## config.mk

```make
export PLATFORM = sky130hd
export DESIGN_NAME = fcmp_seq
export DESIGN_NICKNAME = d
export VERILOG_FILES = /design/src/rtl/fcmp_seq.sv
export SDC_FILE = /design/constraint.sdc
export NUM_CORES = 1
export LEC_CHECK = 0
export ABC_AREA = 0
export ABC_CLOCK_PERIOD_IN_PS = 3500
export BUFFER_PORTS_ARGS = -buffer_cell sky130_fd_sc_hd__buf_2
export CAP_MARGIN = 30
export CORE_MARGIN = 4
export CORE_UTILIZATION = 36
export CTS_BUF_LIST = sky130_fd_sc_hd__clkbuf_8
export DETAILED_ROUTE_END_ITERATION = 8
export PLACE_DENSITY_LB_ADDON = 0.05
export SLEW_MARGIN = 25
export SYNTH_ARGS = -nofsm -noshare
export SYNTH_HDL_FRONTEND = slang
export SYNTH_SLANG_ARGS = --single-unit
```

## constraint.sdc

```tcl
create_clock -name clk_i -period 3.5 [get_ports clk_i]
set_clock_uncertainty 0.15 [all_clocks]
set_input_delay 0 -clock clk_i [delete_from_list [all_inputs] [get_ports clk_i]]
set_output_delay 0 -clock clk_i [all_outputs]
set_load 0.01 [all_outputs]
```

## src/rtl/fcmp_seq.sv

```systemverilog
// ---------------------------------------------------------------------------
// fcmp_seq -- sequential FP32 comparator (FEQ / FLT / FLE).
//
// Operands are captured on a valid/ready handshake. Their magnitudes are
// compared one byte per cycle, most significant byte first, and the compare
// stops at the first unequal byte. The result is held until the consumer
// takes it.
//
// Optional feature: define FCMP_NAN_CHECK_EN to detect NaN operands at
// capture. With it, a NaN skips the byte compare and raises invalid_o
// according to the RISC-V rules. Without it, NaNs are compared as plain
// sign-magnitude values and invalid_o is tied low.
//
// Ports
//   clk_i        clock, all state updates on the rising edge
//   rst_ni       asynchronous active-low reset
//   req_valid_i  request present
//   req_ready_o  block can accept a request (IDLE)
//   a_i, b_i     FP32 operands
//   op_i         00 FEQ, 01 FLT, 10 FLE, 11 reserved (result 0)
//   rsp_valid_o  result available
//   rsp_ready_i  consumer takes the result
//   result_o     a op b, 0 while rsp_valid_o is low
//   invalid_o    invalid-operation flag, 0 while rsp_valid_o is low
//   busy_o       high in any state other than IDLE
// ---------------------------------------------------------------------------
module fcmp_seq (
    input  logic        clk_i,
    input  logic        rst_ni,
    input  logic        req_valid_i,
    output logic        req_ready_o,
    input  logic [31:0] a_i,
    input  logic [31:0] b_i,
    input  logic [1:0]  op_i,
    output logic        rsp_valid_o,
    input  logic        rsp_ready_i,
    output logic        result_o,
    output logic        invalid_o,
    output logic        busy_o
);

    localparam int unsigned W_DATA = 32;
    localparam logic [1:0]  OP_FEQ = 2'b00;
    localparam logic [1:0]  OP_FLT = 2'b01;
    localparam logic [1:0]  OP_FLE = 2'b10;

    typedef enum logic [1:0] {
        S_IDLE = 2'd0,
        S_CMP  = 2'd1,
        S_RESP = 2'd2
    } state_t;

    state_t              r_state;
    logic [W_DATA-1:0]   r_a;
    logic [W_DATA-1:0]   r_b;
    logic [1:0]          r_op;
    logic [1:0]          r_idx;
    logic                r_req_ready;
    logic                r_rsp_valid;
    logic                r_result;
    logic                r_busy;

    logic [W_DATA-1:0]   w_mag_a;
    logic [W_DATA-1:0]   w_mag_b;
    logic [7:0]          w_byte_a;
    logic [7:0]          w_byte_b;
    logic                w_byte_lt;
    logic                w_byte_gt;
    logic                w_done;
    logic                w_both_zero;
    logic                w_lt;
    logic                w_gt;
    logic                w_eq;
    logic                w_cmp_res;

    // Magnitudes with the sign bit cleared
    assign w_mag_a = {1'b0, r_a[30:0]};
    assign w_mag_b = {1'b0, r_b[30:0]};

    // Byte currently under comparison
    always_comb begin
        w_byte_a = 8'h00;
        w_byte_b = 8'h00;
        case (r_idx)
            2'd3: begin w_byte_a = w_mag_a[31:24]; w_byte_b = w_mag_b[31:24]; end
            2'd2: begin w_byte_a = w_mag_a[23:16]; w_byte_b = w_mag_b[23:16]; end
            2'd1: begin w_byte_a = w_mag_a[15:8];  w_byte_b = w_mag_b[15:8];  end
            default: begin w_byte_a = w_mag_a[7:0]; w_byte_b = w_mag_b[7:0]; end
        endcase
    end

    assign w_byte_lt   = (w_byte_a < w_byte_b);
    assign w_byte_gt   = (w_byte_a > w_byte_b);
    assign w_done      = w_byte_lt | w_byte_gt | (r_idx == 2'd0);
    assign w_both_zero = (r_a[30:0] == 31'd0) && (r_b[30:0] == 31'd0);

    // Sign resolution on top of the magnitude outcome
    always_comb begin
        w_lt = 1'b0;
        w_gt = 1'b0;
        w_eq = 1'b0;
        if (w_both_zero) begin
            w_eq = 1'b1;
        end else if (r_a[31] != r_b[31]) begin
            w_lt = r_a[31];
            w_gt = ~r_a[31];
        end else if (r_a[31]) begin
            // Both negative: larger magnitude is the smaller value
            w_lt = w_byte_gt;
            w_gt = w_byte_lt;
            w_eq = ~(w_byte_lt | w_byte_gt);
        end else begin
            w_lt = w_byte_lt;
            w_gt = w_byte_gt;
            w_eq = ~(w_byte_lt | w_byte_gt);
        end
    end

    always_comb begin
        w_cmp_res = 1'b0;
        case (r_op)
            OP_FEQ:  w_cmp_res = w_eq;
            OP_FLT:  w_cmp_res = w_lt;
            OP_FLE:  w_cmp_res = w_lt | w_eq;
            default: w_cmp_res = 1'b0;
        endcase
    end

`ifdef FCMP_NAN_CHECK_EN
    logic r_invalid;
    logic r_nan;
    logic r_snan;
    logic w_a_nan;
    logic w_b_nan;
    logic w_a_snan;
    logic w_b_snan;
    logic w_nan_invalid;

    assign w_a_nan  = (&a_i[30:23]) && (|a_i[22:0]);
    assign w_b_nan  = (&b_i[30:23]) && (|b_i[22:0]);
    assign w_a_snan = w_a_nan && ~a_i[22];
    assign w_b_snan = w_b_nan && ~b_i[22];

    // Ordered compares flag any NaN; equality flags only signaling NaNs
    always_comb begin
        w_nan_invalid = 1'b0;
        case (r_op)
            OP_FEQ:  w_nan_invalid = r_snan;
            OP_FLT:  w_nan_invalid = 1'b1;
            OP_FLE:  w_nan_invalid = 1'b1;
            default: w_nan_invalid = 1'b0;
        endcase
    end

    assign invalid_o = r_invalid;
`else
    assign invalid_o = 1'b0;
`endif

    // Control FSM with registered outputs
    always_ff @(posedge clk_i or negedge rst_ni) begin
        if (!rst_ni) begin
            r_state     <= S_IDLE;
            r_a         <= '0;
            r_b         <= '0;
            r_op        <= 2'b00;
            r_idx       <= 2'd0;
            r_req_ready <= 1'b1;
            r_rsp_valid <= 1'b0;
            r_result    <= 1'b0;
            r_busy      <= 1'b0;
`ifdef FCMP_NAN_CHECK_EN
            r_invalid   <= 1'b0;
            r_nan       <= 1'b0;
            r_snan      <= 1'b0;
`endif
        end else begin
            case (r_state)
                S_IDLE: begin
                    if (req_valid_i && r_req_ready) begin
                        r_a         <= a_i;
                        r_b         <= b_i;
                        r_op        <= op_i;
                        r_idx       <= 2'd3;
                        r_state     <= S_CMP;
                        r_req_ready <= 1'b0;
                        r_busy      <= 1'b1;
`ifdef FCMP_NAN_CHECK_EN
                        r_nan       <= w_a_nan | w_b_nan;
                        r_snan      <= w_a_snan | w_b_snan;
`endif
                    end
                end
                S_CMP: begin
`ifdef FCMP_NAN_CHECK_EN
                    if (r_nan) begin
                        r_state     <= S_RESP;
                        r_rsp_valid <= 1'b1;
                        r_result    <= 1'b0;
                        r_invalid   <= w_nan_invalid;
                    end else
`endif
                    if (w_done) begin
                        r_state     <= S_RESP;
                        r_rsp_valid <= 1'b1;
                        r_result    <= w_cmp_res;
                    end else begin
                        r_idx       <= r_idx - 2'd1;
                    end
                end
                S_RESP: begin
                    if (rsp_ready_i) begin
                        r_state     <= S_IDLE;
                        r_rsp_valid <= 1'b0;
                        r_result    <= 1'b0;
                        r_req_ready <= 1'b1;
                        r_busy      <= 1'b0;
`ifdef FCMP_NAN_CHECK_EN
                        r_invalid   <= 1'b0;
`endif
                    end
                end
                default: begin
                    r_state     <= S_IDLE;
                    r_req_ready <= 1'b1;
                    r_rsp_valid <= 1'b0;
                    r_result    <= 1'b0;
                    r_busy      <= 1'b0;
                end
            endcase
        end
    end

    assign req_ready_o = r_req_ready;
    assign rsp_valid_o = r_rsp_valid;
    assign result_o    = r_result;
    assign busy_o      = r_busy;

endmodule

```

; ---- Word level (Yosys, flattened, before mapping)
; Cells that the tools add are included.
; Widths: inputs -> output; s select.
[classes]
reduce_logical = 13
muxes = 25
add_sub_neg = 1
n_bitwise = 6
order_cmp = 2
eq_ne = 12
[op_table]
columns = cell, count
row1 = $logic_not 31->1, 2
row2 = $pmux 8 s3, 2
row3 = $pmux 1 s3, 5
row4 = $reduce_and 3->1, 4
row5 = $mux 1, 11
row6 = $mux 2, 5
row7 = $eq 2x2->1 const B, 4
row8 = $gt 8x8->1, 1
row9 = $lt 8x8->1, 1
row10 = $ne 2x2->1 const B, 4
row11 = $eq 2x1->1 const B, 3
row12 = $logic_not 2->1, 3
row13 = $pmux 2 s3, 1
row14 = $pmux 2 s2, 1
row15 = $not 1->1, 3
row16 = $or 1x1->1, 3
row17 = $logic_and 1x1->1, 2
row18 = $reduce_and 2->1, 1
row19 = $reduce_bool 2->1, 1
row20 = $sub 2x1->2 const B, 1
row21 = $ne 1x1->1, 1
[word_totals]
reg_bits = 74
in_bits = 70
elab_cells = 68

; ---- Longest topological paths before layout
[logic_depth]
word_depth = 11
depth_mapped = 14

; ---- Least setup slack after synthesis
; Ideal clock, no wire load.
[synth_path]
kind = register to register
start = register r_idx[0]
end = register r_result (netlist: result_o)
setup_ns = 0.121
t_required_ns = 3.229
period_less_slack_ns = 2.856
path_stages_with_launch = 14
t_arrival_ns = 2.586
slack_ns = 0.644
cell_sequence = dfrtp_1 inv_1 ha_1 clkbuf_1 a222oi_1 mux2i_1 ha_1 a21oi_1 o21a_1 o211ai_1 nand3b_1 and2_1 o22ai_1 a22o_1
[synth_via]
elab_chain_cells = 11
[synth_rtl]
columns = element, line_no
row1 = start: declaration, 57  ; logic [1:0] r_idx;
row2 = start signal: assignment, 208  ; r_idx <= r_idx - 2'd1;
row3 = $eq 2x1->1 / $eq 2x2->1 (equally long branches), 84  ; case (r_idx)
row4 = $pmux 8 s3, 84
row5 = $lt 8x8->1 / $gt 8x8->1 (equally long branches), "92, 93"
row6 = $or 1x1->1, "94, 111, 115"
row7 = $not 1->1, "111, 115"
row8 = $mux 1, 104  ; end else if (r_a[31] != r_b[31]) begin
row9 = $mux 1, 102  ; if (w_both_zero) begin
row10 = $or 1x1->1, 124  ; OP_FLE: w_cmp_res = w_lt | w_eq;
row11 = $pmux 1 s3, 121  ; case (r_op)
row12 = $mux 1, 203  ; if (w_done) begin
row13 = $pmux 1 s3, 178  ; case (r_state)
row14 = end signal: assignment, 206  ; r_result <= w_cmp_res;
row15 = end: declaration, 60  ; logic r_result;
; Parallel ways exist; a longest one is shown, timed or not. The select of a mux whose other input is x is not followed.
; A chain may end at the register's enable or synchronous reset.

; ---- Final worst setup path
; Ends and elaborated chain as after synthesis.

==> impl_results.md <==
- Post-route ant nets: 0
- RR Startpoint: r_idx[0]
- Crit. End Element: flop
- Die W: between 100 and 150 um
- CTS sink cnt: 74
- Crit path time final: slightly above 3 ns
- F_max: 0.324 GHz
- Cells after Synth: 301
- Worst EP arrival: 3.17 ns
- Starting density of the core: 0.371
- Worst-margin pin slew: about 0.66 ns
- Final TNS setup: 0 ns
- # nets final: about 530
- Register area share after synthesis: 0.511
- Per-cell routed wire length: between 15 and 20 um
- FF-to-FF path depth: 11
- Clock Latency Late Sink: 0.34 ns
- Longest Clk Path Bufs: 2
- Total of max-cap violations: 0
- Number of I/O port buffers: 73
- FF-to-FF End: result_o
- Die height: 108 um
- Largest net degree at the start of global routing: 53
- CP max FO: 16
- Core area: 9770 um^2
- EDFF count, synth: 0
- Row cnt: 36
- Via count of the first global-routing pass: 3053
- CTS Buf Count: 9
- Root Buffer Master: clkbuf_8
- Peak supply drop: between 0.3 and 0.4 mV
- Top FF cell, synth: dfrtp_1
- R2r setup slk: slightly above 0.4 ns
- # IOs: 75
- First-pass GRT wire length: 15700 um
- YS warnings: 0
- CTS H-tree lvls: 3
- Synth Register Bits: 74
- Post-DP Area: between 4000 and 5000 um^2
- Commonest non-fill, non-tap cells in the layout: dfrtp_1 (73), buf_2 (73), dlygate4sd3_1 (69), mux2_2 (37), o21ai_0 (21)
- Syn nets: ~380
- Final wirelength: about 9600 um
- Headroom to the max-slew limit: 0.561
- Dpl hpwl: 6630 um
- Setup-failing EPs final: 0
- Worst-path clk slew: approximately 0.08 ns
- Die area: roughly 12000 um^2
- Via density: between 5 and 6
- Avg Synthesized Cell Area: between 10 and 15 um^2
- Share of the synthesized area in the top cell type: 0.503
- Post-layout util: 0.514
- RSZ-0062 raised after global routing: no
- Status: completed
- Mapped cell area: around 3600 um^2
- Worst min path class: primary input to async pin
- CTS tree: built
- Slew Limit Fails: 0
- Initial antenna violation count: 0
- Hold Fails Final Rpt: 0
- Post-route clock period utilization: 0.881
- Leakage: 2.33 nW
- Drt drc: 0
- Synth top area cells: dfrtp_1 (50%), mux2_2 (11%), mux2_1 (6.2%)
- Critical Path RT: roughly 3.6 ns
- Total number of vias: about 2.9k
- Antenna diode count: 0
- Fraction of layout cells with a size suffix above 1: 0.303
- Gr usage total: 0.175
- Starting DRT DRC Count: 176
- Critical setup path kind: flop to flop
- FFs w/ async S/R, synth: 1.00
- Startpoint Class: flop
- Gpl congestion: 0.941
- Distinct cells, synth: approximately 40
- Final Cell Area: around 5000 um^2
- TritonRoute pass-1 iters: 6
- GRT overflow: 0
- Final hold slack: around 0.024 ns
- Area Growth Syn to Fin: 38.3%
- Power Dens Cells: about 800 nW/um^2
- Setup Buffers After CTS: 0
- Post-synth top area cell: dfrtp_1
==> critical path, cell delays in order (launching register included) <==
cell and delay, ns:
dfrtp_1 0.40, inv_1 0.11, ha_2 0.32, a222oi_1 0.38, mux2i_1 0.15, ha_1 0.34, a21oi_1 0.25, o21ai_0 0.18
a311oi_1 0.25, a311o_1 0.15, o21ai_1 0.06, a22o_1 0.24
==> synth_stat cells (2+ instances only) <==
cell type,n
ha_1,13
nor2_1,10
o21ai_1,2
clkbuf_1,5
a21o_1,2
mux2_2,37
inv_1,16
buf_4,4
nor4_1,15
buf_6,4
mux2i_1,7
o21ai_0,21
dfrtp_1,73
mux2_1,20
a222oi_1,14
nor3_1,2
nand4_1,6
a21oi_1,8
nand2_1,20
==> metal layers <==
metal | GRT usage | vias up | wire length, um
met5 | 0 | - | 0
met1 | 0.219 | 1420 | 4040
met3 | 0.0370 | 12 | 476
li1 | - | 1409 | -
met4 | 0.0640 | 0 | 161
met2 | 0.299 | 88 | 4910
==> power breakdown <==
| part | internal [mW] | switching [mW] | total, mW |
|---|---|---|---|
| registers | 1.24 | 0.359 | 1.60 |
| clock network | 0.437 | 0.309 | 0.746 |
| logic | 0.766 | 0.784 | 1.55 |
| total | 2.45 | 1.45 | 3.90 |
==> timing repair <==
item / in CTS / in global routing
resized for setup: 0 / 1
hold endpoints to repair: 93 / 0
hold buffers: 69 / 0
endpoints found under the setup margin: 0 / 1
==> worst max path at each step <==
| stage | start | end | slack (ns) | depth (start not counted) |
|---|---|---|---|---|
| final | r_idx[0] | result_o | 0.42 | 11 |
| after global routing | r_idx[0] | result_o | 0.18 | 11 |
| after CTS | r_idx[0] | result_o | 0.23 | 12 |
| after detailed placement | r_idx[0] | result_o | 0.25 | 12 |
| after global placement | r_idx[0] | result_o | 0.34 | 11 |
| after floorplan | r_idx[0] | result_o | 0.64 | 13 |
==> through the flow <==
stage | power (mW) | std cells | setup slack, ns
5_1_grt | 4.22 | 582 | 0.176
3_3_place_gp | 3.09 | 498 | 0.341
3_5_place_dp | 3.10 | 498 | 0.248
6_report | 3.90 | 582 | 0.415
4_1_cts | 3.93 | 582 | 0.234
2_1_floorplan | 2.60 | 301 | 0.644
==> flip-flops by register name, summed over array words and instances (netlist names) <==
register,count
busy_o,1
r_a,32
r_b,32
r_idx,2
r_op,2
r_state,2
req_ready_o,1
result_o,1
rsp_valid_o,1
==> cell type report <==
cell class                 instances  area [um^2]
clock buffer                      11          151
timing repair buffer             147         1090
fill                             912         4750
inverter                          16         60.1
clock inverter                     4         75.1
sequential                        74         1850
tap                              133          166
multi-input combinational        197         1620
==> kinds of logic (layout without fill, tap and decap cells) <==
group	after synthesis	after routing	synth area share
other	1	1	0.00103
adders and majority gates	13	13	0.0448
AOI/OAI and AO/OA	57	57	0.109
and+or+nand+nor	60	60	0.0897
xor gates and xnor gates	2	2	0.00483
muxes	64	64	0.196
buffers and inverters	30	178	0.0434
DFF	74	74	0.511
No activity file was read; power rests on OpenSTA's default activity.
